===== config.mk =====
export PLATFORM = sky130hd
export DESIGN_NAME = stage_mem_seq
export DESIGN_NICKNAME = d
export VERILOG_FILES = /design/src/rtl/stage_mem_seq.sv
export SDC_FILE = /design/constraint.sdc
export NUM_CORES = 1
export LEC_CHECK = 0
export CAP_MARGIN = 10
export CORE_AREA = 8 8 141 143
export DETAILED_ROUTE_END_ITERATION = 10
export DIE_AREA = 0 0 149 151
export PLACE_DENSITY_LB_ADDON = 0.2
export SETUP_SLACK_MARGIN = 0.15
export SLEW_MARGIN = 10
export SYNTH_ARGS = -nofsm -noshare
export SYNTH_HDL_FRONTEND = slang
export SYNTH_SLANG_ARGS = --single-unit

===== constraint.sdc =====
create_clock -name clk -period 6.05 [get_ports clk]
set_input_delay 1.21 -clock clk [delete_from_list [all_inputs] [get_ports clk]]
set_output_delay 1.21 -clock clk [all_outputs]
set_load 0.02 [all_outputs]

===== src/rtl/stage_mem_seq.sv =====
// -----------------------------------------------------------------------------
// stage_mem_seq
//   Memory stage of the pipeline. It turns word-sized loads and stores into a
//   sequence of single-byte accesses on a shared byte RAM, reassembles load
//   data little-endian and sign/zero-extends it for write-back. With
//   STORE_BUF=1 a one-entry posted store buffer lets stores retire without
//   stalling while their bytes drain in the background.
//
// Parameters
//   ADDR_W    byte address width
//   DATA_W    register width (multiple of 8)
//   RAM_LAT   byte-RAM read latency in cycles (>= 1)
//   STORE_BUF 1 = posted one-entry store buffer, 0 = blocking stores
//
// Ports
//   clk, reset                 clock (rising edge), async active-high reset
//   load, store                request strobes (both high = load)
//   addr, data, length         byte address, store data, byte count
//   signed_                    sign-extend a short load
//   write_i, regw_addr_i,
//   regw_data_i                write-back controls / ALU result from upstream
//   stall_mem                  stall request to the pipeline
//   write_o, regw_addr_o,
//   regw_data_o                write-back controls / data downstream
//   ram_en, ram_we, ram_addr,
//   ram_wdata                  byte access issue (counts when ram_grant high)
//   ram_grant                  arbiter grant
//   ram_rdata                  read byte, valid RAM_LAT cycles after issue
// -----------------------------------------------------------------------------
module stage_mem_seq #(
   parameter int ADDR_W    = 32,
   parameter int DATA_W    = 32,
   parameter int RAM_LAT   = 2,
   parameter int STORE_BUF = 1
) (
   input  logic              clk,
   input  logic              reset,
   input  logic              load,
   input  logic              store,
   input  logic [ADDR_W-1:0] addr,
   input  logic [DATA_W-1:0] data,
   input  logic [2:0]        length,
   input  logic              signed_,
   input  logic              write_i,
   input  logic [4:0]        regw_addr_i,
   input  logic [DATA_W-1:0] regw_data_i,
   output logic              stall_mem,
   output logic              write_o,
   output logic [4:0]        regw_addr_o,
   output logic [DATA_W-1:0] regw_data_o,
   output logic              ram_en,
   output logic              ram_we,
   output logic [ADDR_W-1:0] ram_addr,
   output logic [7:0]        ram_wdata,
   input  logic              ram_grant,
   input  logic [7:0]        ram_rdata
);

   localparam int unsigned NB     = DATA_W / 8;
   localparam int unsigned CW     = $clog2(NB + 1);
   localparam bit          BUF_EN = (STORE_BUF != 0);

   localparam logic [1:0] IDLE  = 2'd0;
   localparam logic [1:0] LOAD  = 2'd1;
   localparam logic [1:0] STORE = 2'd2;
   localparam logic [1:0] DONE  = 2'd3;

   logic [1:0]         state, state_nx;
   logic [CW-1:0]      n_bytes;
   logic [CW-1:0]      cnt, cnt_nx;
   logic [CW-1:0]      rcnt;
   logic [CW-1:0]      fsm_idx;
   logic [RAM_LAT-1:0] vsr;
   logic               rd_issue, rd_ret;
   logic [DATA_W-1:0]  asm_q, asm_merged, ld_ext;
   logic               fsm_en, fsm_we;
   logic               start, capture, zero_wb, stall_c;
   logic               req, is_ld, sgn;

   logic               sb_valid;
   logic [ADDR_W-1:0]  sb_addr;
   logic [DATA_W-1:0]  sb_data;
   logic [CW-1:0]      sb_n, sb_cnt;

   function automatic logic [7:0] byte_at(input logic [DATA_W-1:0] v,
                                          input logic [CW-1:0]     idx);
      logic [7:0] r;
      r = 8'h00;
      for (int unsigned b = 0; b < NB; b++)
         if (CW'(b) == idx) r = v[8*b +: 8];
      return r;
   endfunction

   assign req    = load | store;
   assign is_ld  = load;
   assign rd_ret = vsr[RAM_LAT-1];

   // effective byte count, clamped to the register width
   always_comb begin
      n_bytes = (32'(length) > NB) ? CW'(NB) : CW'(length);
   end

   // Sequencer: the FSM only ever issues while the store buffer is empty, so
   // the drain engine never competes with it for the RAM port.
   always_comb begin
      state_nx = state;
      cnt_nx   = cnt;
      fsm_en   = 1'b0;
      fsm_we   = 1'b0;
      fsm_idx  = cnt;
      start    = 1'b0;
      capture  = 1'b0;
      zero_wb  = 1'b0;
      stall_c  = 1'b0;
      case (state)
         IDLE: begin
            if (req) begin
               if (sb_valid) begin
                  stall_c = 1'b1;
               end else if (n_bytes == '0) begin
                  zero_wb = 1'b1;
               end else if (is_ld) begin
                  stall_c  = 1'b1;
                  fsm_en   = 1'b1;
                  fsm_idx  = '0;
                  start    = 1'b1;
                  state_nx = LOAD;
                  cnt_nx   = ram_grant ? CW'(1) : '0;
               end else if (BUF_EN) begin
                  capture = 1'b1;
               end else begin
                  stall_c = 1'b1;
                  fsm_en  = 1'b1;
                  fsm_we  = 1'b1;
                  fsm_idx = '0;
                  start   = 1'b1;
                  if (ram_grant && n_bytes == CW'(1)) begin
                     state_nx = DONE;
                  end else begin
                     state_nx = STORE;
                     cnt_nx   = ram_grant ? CW'(1) : '0;
                  end
               end
            end
         end
         LOAD: begin
            stall_c = 1'b1;
            if (cnt < n_bytes) begin
               fsm_en = 1'b1;
               if (ram_grant) cnt_nx = cnt + CW'(1);
            end
            if (rd_ret && rcnt == n_bytes - CW'(1)) state_nx = DONE;
         end
         STORE: begin
            stall_c = 1'b1;
            fsm_en  = 1'b1;
            fsm_we  = 1'b1;
            if (ram_grant) begin
               if (cnt == n_bytes - CW'(1)) state_nx = DONE;
               else                         cnt_nx   = cnt + CW'(1);
            end
         end
         default: begin
            state_nx = IDLE;
         end
      endcase
   end

   assign rd_issue = fsm_en & ~fsm_we & ~sb_valid & ram_grant;

   // drop the returning byte into lane rcnt
   always_comb begin
      asm_merged = asm_q;
      for (int unsigned b = 0; b < NB; b++)
         if (CW'(b) == rcnt) asm_merged[8*b +: 8] = ram_rdata;
   end

   // extension: sign bit is the top bit of the last loaded byte
   always_comb begin
      ld_ext = '0;
      sgn    = 1'b0;
      for (int unsigned b = 0; b < NB; b++) begin
         if (CW'(b) < n_bytes)       ld_ext[8*b +: 8] = asm_q[8*b +: 8];
         if (CW'(b + 1) == n_bytes)  sgn = asm_q[8*b + 7];
      end
      if (signed_ && sgn)
         for (int unsigned b = 0; b < NB; b++)
            if (CW'(b) >= n_bytes) ld_ext[8*b +: 8] = 8'hFF;
   end

   always_ff @(posedge clk or posedge reset) begin
      if (reset) begin
         state    <= IDLE;
         cnt      <= '0;
         rcnt     <= '0;
         vsr      <= '0;
         asm_q    <= '0;
         sb_valid <= 1'b0;
         sb_addr  <= '0;
         sb_data  <= '0;
         sb_n     <= '0;
         sb_cnt   <= '0;
      end else begin
         state <= state_nx;
         cnt   <= cnt_nx;
         vsr   <= (vsr << 1) | RAM_LAT'(rd_issue);
         if (start) begin
            rcnt  <= '0;
            asm_q <= '0;
         end else if (rd_ret) begin
            rcnt  <= rcnt + CW'(1);
            asm_q <= asm_merged;
         end
         if (sb_valid && ram_grant) begin
            if (sb_cnt == sb_n - CW'(1)) sb_valid <= 1'b0;
            sb_cnt <= sb_cnt + CW'(1);
         end
         if (capture) begin
            sb_valid <= 1'b1;
            sb_addr  <= addr;
            sb_data  <= data;
            sb_n     <= n_bytes;
            sb_cnt   <= '0;
         end
      end
   end

   // everything visible is forced quiet while reset is asserted
   always_comb begin
      ram_en      = 1'b0;
      ram_we      = 1'b0;
      ram_addr    = '0;
      ram_wdata   = '0;
      stall_mem   = 1'b0;
      write_o     = 1'b0;
      regw_addr_o = '0;
      regw_data_o = '0;
      if (!reset) begin
         write_o     = write_i;
         regw_addr_o = regw_addr_i;
         stall_mem   = stall_c;
         if (sb_valid) begin
            ram_en    = 1'b1;
            ram_we    = 1'b1;
            ram_addr  = sb_addr + ADDR_W'(sb_cnt);
            ram_wdata = byte_at(sb_data, sb_cnt);
         end else if (fsm_en) begin
            ram_en   = 1'b1;
            ram_we   = fsm_we;
            ram_addr = addr + ADDR_W'(fsm_idx);
            if (fsm_we) ram_wdata = byte_at(data, fsm_idx);
         end
         if (state == DONE)  regw_data_o = ld_ext;
         else if (zero_wb)   regw_data_o = '0;
         else                regw_data_o = regw_data_i;
      end
   end

endmodule


### Word-level counts from Yosys, hierarchy flattened

Cells that the tools add are included.

| word-level totals | value |
|---|---|
| input port bits | 119 |
| output and inout bits | 81 |
| word-level logic and storage cells | 187 |
| memory bits (read-only) | 0 |
| bits in latches | 0 |
| bits in writable memories | 0 |
| memories kept | 0 |
| flip-flop bits (word level) | 113 |

| operators by class | value |
|---|---|
| eq/ne operators | 29 |
| bitwise operators | 7 |
| mux-type cells | 97 |
| divide/modulo/power cells | 0 |
| $lt $le $gt $ge | 10 |
| reductions and logical operators | 24 |
| shifts and indexed selects | 0 |
| $mul | 0 |
| add/sub/neg operators | 7 |

Operator list:

| kind | count |
|---|---|
| 32-bit 2-to-1 mux | 9 |
| 8-bit 2-to-1 mux | 24 |
| 32-bit by 3-bit adder with 32-bit output | 2 |
| 3-bit 2-to-1 mux | 18 |
| 1-bit 2-to-1 mux | 34 |
| 2-bit by 3-bit equality test with 1-bit output, first input constant | 8 |
| 2-bit inequality test, second input constant | 10 |
| 2-bit 2-to-1 mux | 7 |
| 2-bit nonzero test | 7 |
| 1-bit by 3-bit equality test with 1-bit output, first input constant | 4 |
| 3-bit zero test | 4 |
| 2-bit AND reduction | 5 |
| 3-bit by 1-bit adder with 3-bit output, second input constant | 3 |
| 3-bit equality test | 3 |
| 3-bit case mux with 3 select lines | 1 |
| 9-bit AND reduction | 1 |
| 7-bit AND reduction | 1 |
| 1-bit by 3-bit greater-or-equal comparator with 1-bit output, first input constant | 2 |
| 2-bit by 3-bit greater-or-equal comparator with 1-bit output, first input constant | 2 |
| 1-bit by 3-bit less-than comparator with 1-bit output, first input constant | 2 |
| 2-bit by 3-bit less-than comparator with 1-bit output, first input constant | 2 |
| 2-bit case mux with 3 select lines | 1 |
| 3-bit by 1-bit subtractor with 3-bit output, second input constant | 2 |
| 5-bit 2-to-1 mux | 1 |
| other kinds (15) | 21 |

### Longest topological paths before layout

Gate-level depths: netlist of run 1.

| depth | value |
|---|---|
| depth in word-level cells | 16 |
| mapped depth | 16 |
| gate-level depth less buffers | 13 |

### Worst setup path after synthesis of run 1

No wires, ideal clock.

| timing | value |
|---|---|
| path kind | input port to output port |
| start point | in reset |
| end point | out ram_addr[10] |
| arrival time | 5270 ps |
| path slack | -430 ps |
| buffers on the path | 1 |
| cell stages on the path | 5 |
| cells stage by stage | inv_1 > nand2_1 > a21boi_2 > buf_2 > a211oi_1 |

| between the ends | value |
|---|---|
| word-level cells in the longest chain between the ends | 1 |

RTL lines:

| item | line | RTL |
|---|---|---|
| from (decl) | 37 | `input logic reset,` |
| 32-bit 2-to-1 mux | 238 | `if (!reset) begin` |
| to (decl) | 53 | `output logic [ADDR_W-1:0] ram_addr,` |

No other way between the ends.

### Worst setup path in the final report of run 1

| timing | value |
|---|---|
| start point | in length[0] |
| end point | out ram_addr[20] |

| between the ends | value |
|---|---|
| word-level cells in the longest chain between the ends | 11 |

RTL lines:

| item | line | RTL |
|---|---|---|
| from (decl) | 42 | `input logic [2:0] length,` |
| 3-bit > comparator | 100 | `n_bytes = (32'(length) > NB) ? CW'(NB) : CW'(length);` |
| 3-bit 2-to-1 mux (*) | 100 |  |
| via n_bytes[0] | 69 | `logic [CW-1:0] n_bytes;` |
| 3-bit zero test | 120 | `end else if (n_bytes == '0) begin` |
| 3-bit 2-to-1 mux | 120 |  |
| 3-bit 2-to-1 mux | 118 | `if (sb_valid) begin` |
| 3-bit 2-to-1 mux | 117 | `if (req) begin` |
| 3-bit 2-to-1 mux | 115 | `case (state)` |
| 32-bit by 3-bit adder with 32-bit output | 250 | `ram_addr = addr + ADDR_W'(fsm_idx);` |
| 32-bit 2-to-1 mux (*) | 247 | `end else if (fsm_en) begin` |
| 32-bit 2-to-1 mux (*) | 242 | `if (sb_valid) begin` |
| 32-bit 2-to-1 mux (*) | 238 |  |

Mark *: on every way through the listed nets, which the timed path passes. The rest lies on a longest branch.

==> metrics.md, run 1 <==
| Metric | Value |
|---|---|
| Hold_sp | vsr[0] |
| Number of core rows | around 50 |
| Predominant post-synthesis flop cell | dfrtp_1 |
| Via count | 7667 |
| Largest net degree at the start of global routing | 76 |
| Post-route minimum period | roughly 5.7 ns |
| Die W | 149 µm |
| Pwr/cell area | 435 nW/µm² |
| RSZ-0062 raised after global routing | yes |
| Worst hold stages | 0 |
| CTS tree | done |
| Pwr Total | 4.77 mW |
| Vias per cell | 5.64 |
| Area contributors post-synth | dfrtp_1 35%, mux2_2 10%, a21oi_1 6.9% |
| R2R cell count | 5 |
| Synth area leader | dfrtp_1 |
| Initial Util | between 40% and 50% |
| Port Buffers | 199 |
| Max Cap Viol | 0 |
| Critical path required time | 4.84 ns |
| Post-synthesis compound-gate area fraction | 16.0% |
| Reg2reg setup slack | 3.33 ns |
| Worst-Margin Slew | 1.05 ns |
| Max VDD drop | between 0.2 and 0.25 mV |
| Reg-to-Reg End | state[1] |
| Clk sinks | 113 |
| Worst skew pair latency | 0.42 ns |
| Status | complete, no violations |
| Die H | 151 µm |
| Die footprint | around 22000 µm² |
| LEAKAGE | 4.70 nW |
| PnR worst setup slack | 0.316 ns |
| Mapped Cells | 918 |
| Portion of netlist area occupied by mux cells | 10.9% |
| CTS buffer count | 17 |
| Synthesis Warnings | 0 |
| Post-route ant nets | 0 |
| Slowest stage delay, CP | just under 0.5 ns |
| Finished Cell Area | 11000 µm² |
| Final setup viols | 0 |
| Critical-path cell list | clkdlybuf4s50_1 > nor2b_2 > inv_1 > ha_1 > ha_1 > and4bb_2 > nor2_1 > ha_1 > fa_2 > a21oi_2 > nor4_4 > buf_12 > a31o_2 > a21oi_1 > a211oi_2 > dlygate4sd2_1 |
| Core box area | ~18000 µm² |
| Gpl congestion | 0.882 |
| Layout cells sized above 1 | 17.4% |
| Post-synth top area share | 35.4% |
| Register area share after synthesis | 35.4% |
| Hold Path End | vsr[1] |
| Synth cell types | a little under 60 |
| Post-Synth Simple-Gate Area | 21.4% |
| Post-Synth Adder-Cell Area | 5.19% |
| I/O pin count | 200 |
| Syn Nets | about 1100 |
| ANT cells | 0 |
| Place WS | -0.351 ns |
| Critical-path top delay cell | clkdlybuf4s50_1 |
| Detail Placement HPWL | 18400 µm |
| Crit Path Category | input pin to output port |
| Buf/Inv on CP | 4 |
| # H-tree levels | 4 |
| Reg-to-reg startpoint | cnt[0] |
| Fin Clk Skew | 0.0112 ns |
| # DRC | 0 |
| Root buf cell | clkbuf_16 |
| Mean Syn Cell Area | 8.71 µm² |
| Critical Path End Type | output port |
| Final core utilization | 62.1% |
| Gr usage total | 21.8% |
| Yosys reg bits | 113 |
| Initial antenna violation count | 0 |
| Mapped Area | 8000 µm² |
| Normalized max-slew margin | 29.8% |
| Post-DP Area | 10400 µm² |
| Nets@finish | 1270 |
| Crit start category | input pin |
| Reg clk slew, reported paths | 0.05 ns |
| Pre-antenna DRT Iters | 5 |
| Vias in the first global route | between 7000 and 8000 |
| First-pass GRT wire length | 39400 µm |
| Worst-case clock buffer depth | 2 |
| Top delay family on crit path | buffers and inverters |
| Final Cycle Share | roughly 95% |
| Slew Viols, Final | 0 |
| Max FO, Critical Path | 6 |
| XOR/XNOR share of the synthesized area | under 10% |
| Hold slack | 0.348 ns |
| HP Class | register to register |
| Peak Freq | 0.174 GHz |
| Grt ovf | 0 |
| Initial DRC count | 451 |
| Area delta synth->final | 37.1% |
| Largest family of logic cells by synthesized area | simple AND/OR/NAND/NOR gates |
| Fraction of registers with async set/reset | between 90% and 100% |
| Final Hold Viols | 0 |
| Post-synth EDFFs | 0 |
| Critical Path AT | between 4 and 5 ns |
| Critical Path Most Common Cell | ha_1 |
| Wire per inst | approximately 18 µm |
| Drt total wl | 25000 µm |
-- logic make-up after synthesis --
group / count (synthesis)
compound gates: 207
mux: 78
simple gates: 340
buf+inv: 81
fa+ha+maj: 32
flops: 113
xor+xnor: 67
-- timing repair --
action / 4_1_cts / 5_1_grt
endpoints found under the setup margin: 30 / 39
cloned: 0 / 0
setup buffers: 1 / 0
hold buffers: 0 / 0
gates resized for setup: 35 / 62
pin swaps: 1 / 0
-- routing by layer --
metal,track usage (%),up-vias,share of wire (%)
met2,35.7,211,48
met3,4.54,30,5.9
met1,28.3,3720,44
li1,-,3706,-
met5,0,-,0
met4,7.07,0,1.5
-- cells in the final DEF, fill, tap and decap left out, types with 17 or more instances in the layout --
cell type,n
xor2_1,43
nand4_1,33
nand2_1,112
inv_1,23
clkbuf_16,17
nand3_1,50
ha_1,30
o22ai_1,23
mux2_2,72
clkbuf_2,18
nor2_1,63
dfrtp_1,113
xnor2_1,24
buf_4,38
clkdlybuf4s50_1,167
a21oi_1,108
-- cell type report --
cell class / count / area (µm²)
inverter: 24 / 93.8
fill: 1560 / 6690
tap: 229 / 287
timing repair buffer: 239 / 2220
multi-input combinational: 724 / 4970
sequential: 113 / 2830
clock inverter: 11 / 115
clock buffer: 20 / 447
-- synth_stat cells, types with 9 or more instances --
library cell,n
and4_1,9
a21oi_1,110
nor2b_1,11
o22ai_1,24
inv_1,24
a211oi_1,13
nand3_1,51
nor2_1,65
dfrtp_1,113
mux2_2,72
and3_1,11
and2_1,10
ha_1,30
clkbuf_1,43
nand2_1,112
nand2b_1,9
xor2_1,43
nand4_1,33
xnor2_1,24
-- power by group --
group,leakage [nW],total (mW),internal (mW),switching (mW)
clock network,0.267,0.956,0.608,0.348
registers,1.45,1.39,1.09,0.301
logic,2.98,2.43,1.13,1.30
total,4.70,4.77,2.82,1.95
-- through the flow --
stage / setup TNS [ns] / instances
5_1_grt: 0 / 1360
2_1_floorplan: 0 / 918
3_3_place_gp: -2.14 / 1328
4_1_cts: 0 / 1360
3_5_place_dp: -2.10 / 1328
6_report: 0 / 1360
-- state kept, by name, summed over array words and instances, names as in the netlist --
register,cells
asm_q,32
cnt,3
rcnt,3
sb_addr,32
sb_cnt,3
sb_data,32
sb_n,3
sb_valid,1
state,2
vsr,2
-- how the worst max path moves through the flow --
stage / from / endpoint / slack (ns) / cells after the start
3_5_place_dp: length[0] / ram_addr[28] / -0.35 / 14
2_1_floorplan: length[0] / ram_addr[10] / 0.11 / 16
6_report: length[0] / ram_addr[20] / 0.32 / 16
5_1_grt: length[0] / ram_addr[20] / 0.06 / 16
3_3_place_gp: length[0] / ram_addr[28] / -0.34 / 14
4_1_cts: length[0] / ram_addr[28] / 0.03 / 15
Note: power is estimated with default switching activity, not from simulation.
==> inputs of run 2 (changes only) <==
==> constraint.sdc (replaced) <==
create_clock -name clk -period 6.05 [get_ports clk]
set_input_delay 0.9075 -clock clk [delete_from_list [all_inputs] [get_ports clk]]
set_output_delay 0.9075 -clock clk [all_outputs]
set_load 0.02 [all_outputs]
==> run 2 against run 1 <==
Effect of this change: global-route usage rose by 0.38 points; clock skew down 0.0060 ns; highest routed layer is now met5; non-clock buffer count decreased by 23; register-to-register slack lost 0.03 ns; combinational power hardly changed; clock power increased by 5%.
==> metrics.md, run 2 (same netlist as run 1, synthesis figures left out) <==
| Metric | Value |
|---|---|
| Status | complete, no violations |
| Worst hold stages | 0 (unchanged) |
| Initial antenna violation count | 1 (+1) |
| I/O pin count | 200 (unchanged) |
| Finished Cell Area | 10800 µm² (-1.3%) |
| LEAKAGE | 4.59 nW (-2.4%) |
| Area delta synth->final | 35.3% |
| Wire per inst | 18.8 µm (+2.6%) |
| Vias in the first global route | 7570 (+0.50%) |
| Max VDD drop | 0.245 mV (-1.3%) |
| Post-route ant nets | 0 (unchanged) |
| Port Buffers | 199 (unchanged) |
| # DRC | 0 (unchanged) |
| Critical Path AT | 4.77 ns (+0.25 ns) |
| Die footprint | 22500 µm² (unchanged) |
| # hold bufs at CTS | 0 (unchanged) |
| Via count | 7586 (-1.1%) |
| Max FO, Critical Path | 5 (-1) |
| HP Class | register to register |
| Slowest stage delay, CP | 0.65 ns (+0.16 ns) |
| Pwr/cell area | 443 nW/µm² (+1.8%) |
| Hold_sp | vsr[0] |
| Critical-path cell list | clkdlybuf4s50_1 > nor2b_1 > inv_1 > ha_1 > ha_1 > and4bb_2 > nor2_1 > ha_1 > fa_1 > a21o_1 > nand4_1 > xnor2_1 > nor2_1 > a211oi_1 > clkdlybuf4s50_1 |
| Gpl congestion | 0.832 (-5.7%) |
| Reg-to-Reg End | state[1] |
| CTS tree | done |
| Regs by FF count | asm_q (32), sb_addr (32), sb_data (32) |
| Total negative slack | 0 ns (unchanged) |
| Fin Clk Skew | 0.00521 ns (-0.00597 ns) |
| Die W | 149 µm (unchanged) |
| Critical Path Most Common Cell | ha_1 |
| Crit Path Category | input pin to output port |
| Drt total wl | 25200 µm (+0.93%) |
| Final Hold Viols | 0 (unchanged) |
| Vias per cell | 5.67 (+0.57%) |
| Initial DRC count | 343 (-24%) |
| Critical path required time | 5.14 ns (+0.30 ns) |
| Slew Viols, Final | 0 (unchanged) |
| Clk sinks | 113 (unchanged) |
| Crit start category | input pin |
| Pwr Total | 4.80 mW (+0.49%) |
| Reg clk slew, reported paths | 0.05 ns (about the same) |
| Worst-Margin Slew | 1.03 ns (-0.0239 ns) |
| Reg2reg setup slack | 3.30 ns (-0.03 ns) |
| Post-DP Area | 10200 µm² (-2.1%) |
| Peak Freq | 0.176 GHz (+1.0%) |
| Critical-path top delay cell | clkdlybuf4s50_1 |
| Final Cycle Share | 93.8% (-0.94 points) |
| RSZ-0062 raised after global routing | yes |
| ANT cells | 0 (unchanged) |
| Die H | 151 µm (unchanged) |
| Normalized max-slew margin | 31.4% (+1.6 points) |
| Post-route minimum period | 5.68 ns (-0.0572 ns) |
| Final setup viols | 0 (unchanged) |
| Leading cell type in the layout, fill and taps excluded | clkdlybuf4s50_1 |
| Detail Placement HPWL | 18500 µm (+0.60%) |
| Max Cap Viol | 0 (unchanged) |
| Nets@finish | 1247 (-1.8%) |
| Layout cells sized above 1 | 12.7% (-4.7 points) |
| Gr usage total | 22.2% (+0.38 points) |
| Root buf cell | clkbuf_16 |
| Largest net degree at the start of global routing | 76 (unchanged) |
| First-pass GRT wire length | 40000 µm (+1.7%) |
| Hold Path End | vsr[1] |
| Worst-case clock buffer depth | 2 (unchanged) |
| Worst skew pair latency | 0.42 ns (about the same) |
| Number of core rows | 49 (unchanged) |
| # H-tree levels | 4 (unchanged) |
| R2R cell count | 5 (unchanged) |
| Initial Util | 45.3% (unchanged) |
| Grt ovf | 0 (unchanged) |
| Pre-antenna DRT Iters | 4 (-1) |
| Setup bufs post-CTS | 0 (-1) |
| Reg-to-reg startpoint | cnt[0] |
| Core box area | 17700 µm² (unchanged) |
| Critical Path End Type | output port |
| CTS buffer count | 17 (unchanged) |
| Most frequent cells in the layout | 191 x clkdlybuf4s50_1, 113 x dfrtp_1, 112 x nand2_1 |
[run 2: changes by cell type in the layout (fill, tap and decap cells not counted), moves of 4 or more]
cell,change
clkbuf_2,-18
a211oi_1,+6
dlygate4sd2_1,-6
buf_4,-21
inv_6,+4
dlymetal6s2s_1,+4
clkdlybuf4s50_1,+24
clkinv_2,-4
a211oi_2,-6
[run 2: worst max path at each step]
stage	slack [ns]	cells after the start	from	endpoint
2_1_floorplan	0.18	5	reset	ram_addr[10]
3_3_place_gp	0.27	15	length[0]	ram_addr[14]
3_5_place_dp	0.19	14	length[0]	ram_addr[30]
4_1_cts	0.18	15	length[0]	ram_addr[14]
5_1_grt	0.14	15	length[0]	ram_addr[8]
6_report	0.37	15	length[0]	ram_addr[6]
[run 2: routing by layer]
layer	share of wire [%]	wire [µm]	track usage, %	vias to the layer above
met4	1.1	266	5.86	2
met5	0.052	13	0	-
met3	6.8	1710	5.77	25
li1	-	-	-	3660
met2	48	12000	37.2	236
met1	44	11200	27.9	3663
[run 2: critical path: cells and delay by family]
kind | cells | cell delay [ns]
xor+xnor | 1 | 0.12
simple gates | 5 | 0.84
buf+inv | 3 | 1.26
fa+ha+maj | 4 | 1.11
compound gates | 2 | 0.52
[run 2: per-stage QoR]
stage,util (%),cells,hold WS (ns),setup slack [ns]
6_report,61.3,1338,0.352,0.373
3_5_place_dp,57.8,1306,0.336,0.194
3_3_place_gp,57.8,1306,0.332,0.266
2_1_floorplan,-,918,0.331,0.175
4_1_cts,61.2,1338,0.351,0.185
5_1_grt,61.3,1338,0.371,0.138
[run 2: cell type report]
class	instances	area (µm²)
clock buffers	18	439
flip-flops and latches	113	2830
clock inverters	14	155
fillers	1551	6830
inverters	24	92.6
multi-input cells	724	4880
repair buffers	216	2140
well taps	229	287
[run 2: where the power goes]
| part | internal [mW] | switching, mW |
|---|---|---|
| registers | 1.08 | 0.309 |
| logic | 1.13 | 1.28 |
| clock network | 0.621 | 0.379 |
| total | 2.83 | 1.96 |
[run 2: repair_timing]
| item | in CTS | in global routing |
|---|---|---|
| setup endpoints to repair | 0 | 11 |
| endpoints found under the hold margin | 0 | 0 |
| gates resized for setup | 0 | 9 |
